<file path="config.mk">
export PLATFORM = sky130hd
export DESIGN_NAME = ring_stop_arb
export DESIGN_NICKNAME = d
export VERILOG_FILES = /design/src/rtl/ring_pkg.sv /design/src/rtl/ring_out_slice.sv /design/src/rtl/ring_stop_arb.sv
export SDC_FILE = /design/constraint.sdc
export NUM_CORES = 1
export LEC_CHECK = 0
export BUFFER_PORTS_ARGS = -buffer_cell sky130_fd_sc_hd__buf_2
export CORE_UTILIZATION = 51
export CTS_BUF_LIST = sky130_fd_sc_hd__clkbuf_4 sky130_fd_sc_hd__clkbuf_8
export DETAILED_ROUTE_END_ITERATION = 16
export PLACE_DENSITY = 0.95
export SYNTH_ARGS = -nofsm -noshare
export SYNTH_HDL_FRONTEND = slang
export SYNTH_SLANG_ARGS = --single-unit
</file>
<file path="constraint.sdc">
create_clock -name clk -period 3.5 [get_ports clk]
set_input_delay 0.35 -clock clk [delete_from_list [all_inputs] [get_ports clk]]
set_output_delay 0.35 -clock clk [all_outputs]
set_load 0.05 [all_outputs]
</file>
<file path="src/rtl/ring_pkg.sv">
// Shared types and helpers for the ring-stop controller.
package ring_pkg;

    // Default flit width of the ring; modules take WIDTH as a parameter.
    localparam int unsigned FLIT_W = 8;

    // Widest flit the dest_of() helper accepts.
    localparam int unsigned MAX_W = 64;

    typedef logic [FLIT_W-1:0] flit_t;

    // Out-slot arbitration mode: ring priority, or local forced after starvation.
    typedef enum logic {
        S_RING,
        S_FORCE
    } state_e;

    // Destination field is the top dst_w bits of a width-bit flit.
    function automatic logic [MAX_W-1:0] dest_of(input logic [MAX_W-1:0] flit,
                                                  input int unsigned     width,
                                                  input int unsigned     dst_w);
        logic [MAX_W-1:0] mask;
        mask = (MAX_W'(1) << dst_w) - MAX_W'(1);
        return (flit >> (width - dst_w)) & mask;
    endfunction

endpackage

</file>
<file path="src/rtl/ring_out_slice.sv">
// Single-entry valid/ready output register. Loads only when the caller sees free_o.
module ring_out_slice
    import ring_pkg::*;
#(
    parameter int unsigned WIDTH = FLIT_W
) (
    input  logic             clk,
    input  logic             rst,
    input  logic             load_i,
    input  logic [WIDTH-1:0] data_i,
    input  logic             rdy_i,
    output logic             vld_o,
    output logic [WIDTH-1:0] data_o,
    output logic             free_o
);

    logic             vld_q;
    logic [WIDTH-1:0] data_q;

    // Holding register: load wins, otherwise a handshake empties the slot.
    always_ff @(posedge clk) begin
        if (rst) begin
            vld_q  <= 1'b0;
            data_q <= '0;
        end else if (load_i) begin
            vld_q  <= 1'b1;
            data_q <= data_i;
        end else if (rdy_i) begin
            vld_q  <= 1'b0;
        end
    end

    assign vld_o  = vld_q;
    assign data_o = data_q;
    // Slot can take a new flit when empty or being drained this cycle.
    assign free_o = !vld_q | rdy_i;

endmodule

</file>
<file path="src/rtl/ring_stop_arb.sv">
// Ring-stop controller: ejects ring flits for this node and arbitrates the
// downstream link between through traffic and local injection.
module ring_stop_arb
    import ring_pkg::*;
#(
    parameter int unsigned WIDTH      = 8,
    parameter int unsigned DST_W      = 2,
    parameter int unsigned NODE_ID    = 0,
    parameter int unsigned STARVE_MAX = 4
) (
    input  logic             clk,
    input  logic             rst,
    input  logic             iRingEmpty,
    input  logic [WIDTH-1:0] iRingDat,
    output logic             oRingRdEn,
    input  logic             iLocEmpty,
    input  logic [WIDTH-1:0] iLocDat,
    output logic             oLocRdEn,
    output logic             oOutVld,
    output logic [WIDTH-1:0] oOutDat,
    input  logic             iOutRdy,
    output logic             oEjVld,
    output logic [WIDTH-1:0] oEjDat,
    input  logic             iEjRdy,
    output logic             oStarve
);

    localparam logic [DST_W-1:0] NodeAddr = DST_W'(NODE_ID);
    localparam int unsigned      CntW     = (STARVE_MAX > 1) ? $clog2(STARVE_MAX) : 1;
    // Counter value whose next ring win trips the force.
    localparam logic [CntW-1:0]  CntLast  = CntW'(STARVE_MAX - 1);

    state_e            state_q, state_d;
    logic [CntW-1:0]   cnt_q, cnt_d;

    logic [DST_W-1:0]  ring_dest;
    logic              ring_ej;
    logic              ring_fwd;
    logic              out_free;
    logic              ej_free;
    logic              ej_load;
    logic              ring_fwd_gnt;
    logic              loc_gnt;
    logic [WIDTH-1:0]  out_din;

    assign ring_dest = DST_W'(dest_of(MAX_W'(iRingDat), WIDTH, DST_W));
    assign ring_ej   = !iRingEmpty && (ring_dest == NodeAddr);
    assign ring_fwd  = !iRingEmpty && !ring_ej;

    // Eject path: a blocked eject slot stalls the ring head but not local traffic.
    assign ej_load = !rst && ring_ej && ej_free;

    // Out-slot arbitration; ring priority unless the starve FSM forces local.
    always_comb begin
        ring_fwd_gnt = 1'b0;
        loc_gnt      = 1'b0;
        if (!rst && out_free) begin
            case (state_q)
                S_FORCE: begin
                    if (!iLocEmpty) begin
                        loc_gnt = 1'b1;
                    end else if (ring_fwd) begin
                        ring_fwd_gnt = 1'b1;
                    end
                end
                default: begin
                    if (ring_fwd) begin
                        ring_fwd_gnt = 1'b1;
                    end else if (!iLocEmpty) begin
                        loc_gnt = 1'b1;
                    end
                end
            endcase
        end
    end

    assign oRingRdEn = ej_load | ring_fwd_gnt;
    assign oLocRdEn  = loc_gnt;
    assign out_din   = loc_gnt ? iLocDat : iRingDat;

    // Starvation tracking: count ring wins over a waiting local flit.
    always_comb begin
        state_d = state_q;
        cnt_d   = cnt_q;
        if (loc_gnt) begin
            state_d = S_RING;
            cnt_d   = '0;
        end else if (ring_fwd_gnt && (state_q == S_RING) && !iLocEmpty) begin
            if (cnt_q == CntLast) begin
                state_d = S_FORCE;
                cnt_d   = '0;
            end else begin
                cnt_d = cnt_q + 1'b1;
            end
        end
    end

    // FSM and counter state.
    always_ff @(posedge clk) begin
        if (rst) begin
            state_q <= S_RING;
            cnt_q   <= '0;
        end else begin
            state_q <= state_d;
            cnt_q   <= cnt_d;
        end
    end

    assign oStarve = (state_q == S_FORCE);

    ring_out_slice #(
        .WIDTH (WIDTH)
    ) u_out_slice (
        .clk    (clk),
        .rst    (rst),
        .load_i (ring_fwd_gnt | loc_gnt),
        .data_i (out_din),
        .rdy_i  (iOutRdy),
        .vld_o  (oOutVld),
        .data_o (oOutDat),
        .free_o (out_free)
    );

    ring_out_slice #(
        .WIDTH (WIDTH)
    ) u_ej_slice (
        .clk    (clk),
        .rst    (rst),
        .load_i (ej_load),
        .data_i (iRingDat),
        .rdy_i  (iEjRdy),
        .vld_o  (oEjVld),
        .data_o (oEjDat),
        .free_o (ej_free)
    );

endmodule

</file>
==> run summary <==
========================================================================================
Clock slew at reported path FFs                                                  0.11 ns
Register-to-register setup slack                                                 1.58 ns
Full die area                                                                   2050 µm²
Total global routing overflow                                                          0
Placer's final routability congestion estimate                                     0.873
Setup violations, final                                                                0
RR Endpoint                                                                 u_out_slice.data_o[6]
Number of violations of the max-capacitance limit                                      0
Final antenna diode count                                                              0
RSZ-0062 raised after global routing                                                  no
Path type of the worst min-delay path                                          in -> reg
Cell count after placement                                                           156
Total length of routed wires                                                     2200 µm
First-pass GRT wire length                                                       3330 µm
Worst hold slack after final layout                                             0.294 ns
Net count after synthesis                                                            117
Pwr dens                                                                      418 nW/µm²
Number of search-and-repair iterations in the first detailed-routing pass              4
Setup Fix Bufs, Post-CTS                                                               0
Flop and latch count out of synthesis                                                 21
Worst Setup End Kind                                                         output port
Number of rows in the core area                                                       15
Total of hold buffers inserted after clock tree synthesis                              0
Setup Total Neg Slack                                                               0 ns
Chip height                                                                      45.3 µm
Setup skew after layout                                                       0.00701 ns
Worst stage delay on the critical path                                           0.82 ns
HP Start                                                                     iRingDat[0]
Post-Place Setup Slack                                                           1.25 ns
Initial Util                                                                       54.7%
Clk Tree Root Cell                                                              clkbuf_4
Depth of the worst register-to-register path                                           4
End point of the worst hold path                                            u_ej_slice.data_o[0]
Initial antenna violation count                                                        0
Post-route DRC                                                                         0
Cell area after technology mapping                                               955 µm²
Cell area after placement                                                       1180 µm²
Library cell with the largest summed area after synthesis                        dfxtp_1
Die span in x                                                                    45.3 µm
Maximum number of pins on one net before global-route repair                          26
Distinct cell type count of the synthesized netlist                                   23
Cells along the critical path                                               and2b_1 > a2111oi_4 > buf_2
Outcome                                                                     complete, no violations
Hold Path Depth                                                                        3
Synth Warn #                                                                           0
Clock period minus worst slack                                                   2.41 ns
Final Hold Fails                                                                       0
Total routing resource utilization after global routing                            23.5%
Vias in the first global route                                                       732
Final max-slew violation count                                                         0
Share of the synthesized area in the top cell type                                 44.0%
Slew at the pin closest to its max-slew limit                                   0.859 ns
Data arrival at the endpoint of the critical path                                2.06 ns
TritonCTS Sinks                                                                       21
Core region area                                                                1750 µm²
DP Wirelength                                                                    1660 µm
Post-cts sizing count                                                                  0
Max Fanout on Critical Path                                                           10
CTS H-tree depth                                                                       1
# port buffers                                                                        42
Final net count                                                                      159
Startpoint kind of the worst setup timing path                                 flip-flop
Via-per-instance ratio                                                              5.58
Number of violations reported at the end of detailed-routing iteration 0              18
Worst max-slew margin expressed relative to the limit                              42.7%
Achievable Freq                                                                  414 MHz
Clock tree from TritonCTS                                                            yes
I/O pin count                                                                         43
Post-synthesis sequential area ratio                                               44.0%
Layout overhead on the synthesized area                                            26.6%
Number of buffers on the longest clock path                                            2
Routed len/inst                                                                  13.8 µm
Number of standard cells in the final layout excluding fillers                       160
Top area cells in the synthesized netlist                                   dfxtp_1, mux2i_1, a211oi_2, nor3_1, nor2_1
Synthesized instance count                                                            94
Leakage power total                                                          0.000581 µW
Reg-to-reg startpoint                                                       u_out_slice.vld_o
Period utilisation layout                                                          68.9%
Setup CP Type                                                                 reg -> out
Clock insertion delay at the later pin of the skew report                        0.30 ns
Crit path max-delay cell type                                                  a2111oi_4
Post-route cell area                                                            1210 µm²
Remaining antenna violation count after routing                                        0
Vias after detailed routing                                                          892
Layout cell share with drive strength beyond 1                                     44.4%
Mapped Avg Cell Area                                                            10.2 µm²
Data required time of the critical path                                          3.15 ns
Slack of the critical path                                                       1.09 ns
TritonCTS buffer count                                                                 3
VDD IR max                                                                      0.347 mV
========================================================================================
==> layout by cell type (no fill, tap or decap) <==
| master | n |
|---|---|
| buf_2 | 42 |
| dfxtp_1 | 21 |
| mux2i_1 | 14 |
| nor2_1 | 11 |
| nor3_1 | 11 |
| a211oi_2 | 8 |
| a21oi_1 | 4 |
| nand2b_1 | 3 |
| clkbuf_4 | 3 |
| nand4_1 | 2 |
| and3b_1 | 2 |
| buf_4 | 2 |
| or2_4 | 1 |
| and2b_1 | 1 |
| a2111oi_4 | 1 |
| nand3_1 | 1 |
| inv_1 | 1 |
| nor4_2 | 1 |
| o21ai_1 | 1 |
| nand2_1 | 1 |
| or2_2 | 1 |
| or3_1 | 1 |
| ha_1 | 1 |
| clkinv_2 | 1 |
==> routing by layer <==
layer,GRT usage [%],share of wire [%]
met1,27.8,39
met2,38.8,53
met3,6.40,6.4
met4,11.5,1.8
met5,0,0
==> cells in the mapped netlist <==
cell type / count
dfxtp_1: 21
mux2i_1: 14
nor2_1: 11
nor3_1: 11
a211oi_2: 8
a21oi_1: 4
clkbuf_1: 4
nand2b_1: 3
and3b_1: 2
buf_2: 2
nand4_1: 2
a2111oi_4: 1
and2b_1: 1
buf_6: 1
ha_1: 1
inv_1: 1
nand2_1: 1
nand3_1: 1
nor4_1: 1
o21ai_1: 1
or2_2: 1
or2_4: 1
or3_1: 1
==> cell type report <==
type | count | area (µm²)
Clock buffer | 3 | 22.5
Clock inverter | 1 | 5.00
Fill cell | 146 | 537
Inverter | 1 | 3.75
Multi-Input combinational cell | 65 | 500
Sequential cell | 21 | 420
Tap cell | 25 | 31.3
Timing Repair Buffer | 44 | 225
==> power by group <==
part	switching (µW)	total, µW	leakage [µW]	internal [µW]
Sequential	5.95	257	0.000172	251
Clock	71.4	114	0.0000177	42.6
Combinational	91.7	134	0.000392	42.4
==> worst max-delay path: cells and delay by family (launching register included) <==
kind                   cells  cell delay (ns)
flip-flops                 1             0.32
AO/OA/AOI/OAI              1             0.82
AND/OR/NAND/NOR            1             0.22
buffers and inverters      1             0.40
==> worst max path at each step <==
| stage | to | slack [ns] | cells past startpoint | startpoint |
|---|---|---|---|---|
| 3_5_place_dp | oLocRdEn | 1.25 | 4 | iRingDat[7] |
| 3_3_place_gp | oLocRdEn | 1.28 | 4 | iRingDat[7] |
| 2_1_floorplan | oRingRdEn | 1.45 | 5 | u_out_slice.vld_o |
| 6_report | oLocRdEn | 1.09 | 3 | u_out_slice.vld_o |
| 5_1_grt | oLocRdEn | 0.98 | 3 | u_out_slice.vld_o |
| 4_1_cts | oLocRdEn | 1.07 | 3 | u_out_slice.vld_o |
==> flip-flops by register name (all words and copies together), names as in the netlist <==
register and cells:
u_out_slice.data_o 8, oStarve 1, u_ej_slice.data_o 8, u_ej_slice.vld_o 1
u_out_slice.vld_o 1, cnt_q 2
==> logic make-up after synthesis <==
group,count (synthesis),synth area share (%)
DFF,21,44.0
buffers and inverters,8,4.19
and+or+nand+nor,36,19.8
muxes,14,14.7
AOI/OAI and AO/OA,14,16.0
adders and majority gates,1,1.31
==> metrics by stage <==
step | util (%) | total power [µW]
global route | 69.2 | 532
CTS | 69.2 | 510
detailed placement | 67.7 | 397
finish | 69.2 | 505
floorplan | - | 361
global placement | 67.7 | 392
No activity file was read; power rests on OpenSTA's default activity.
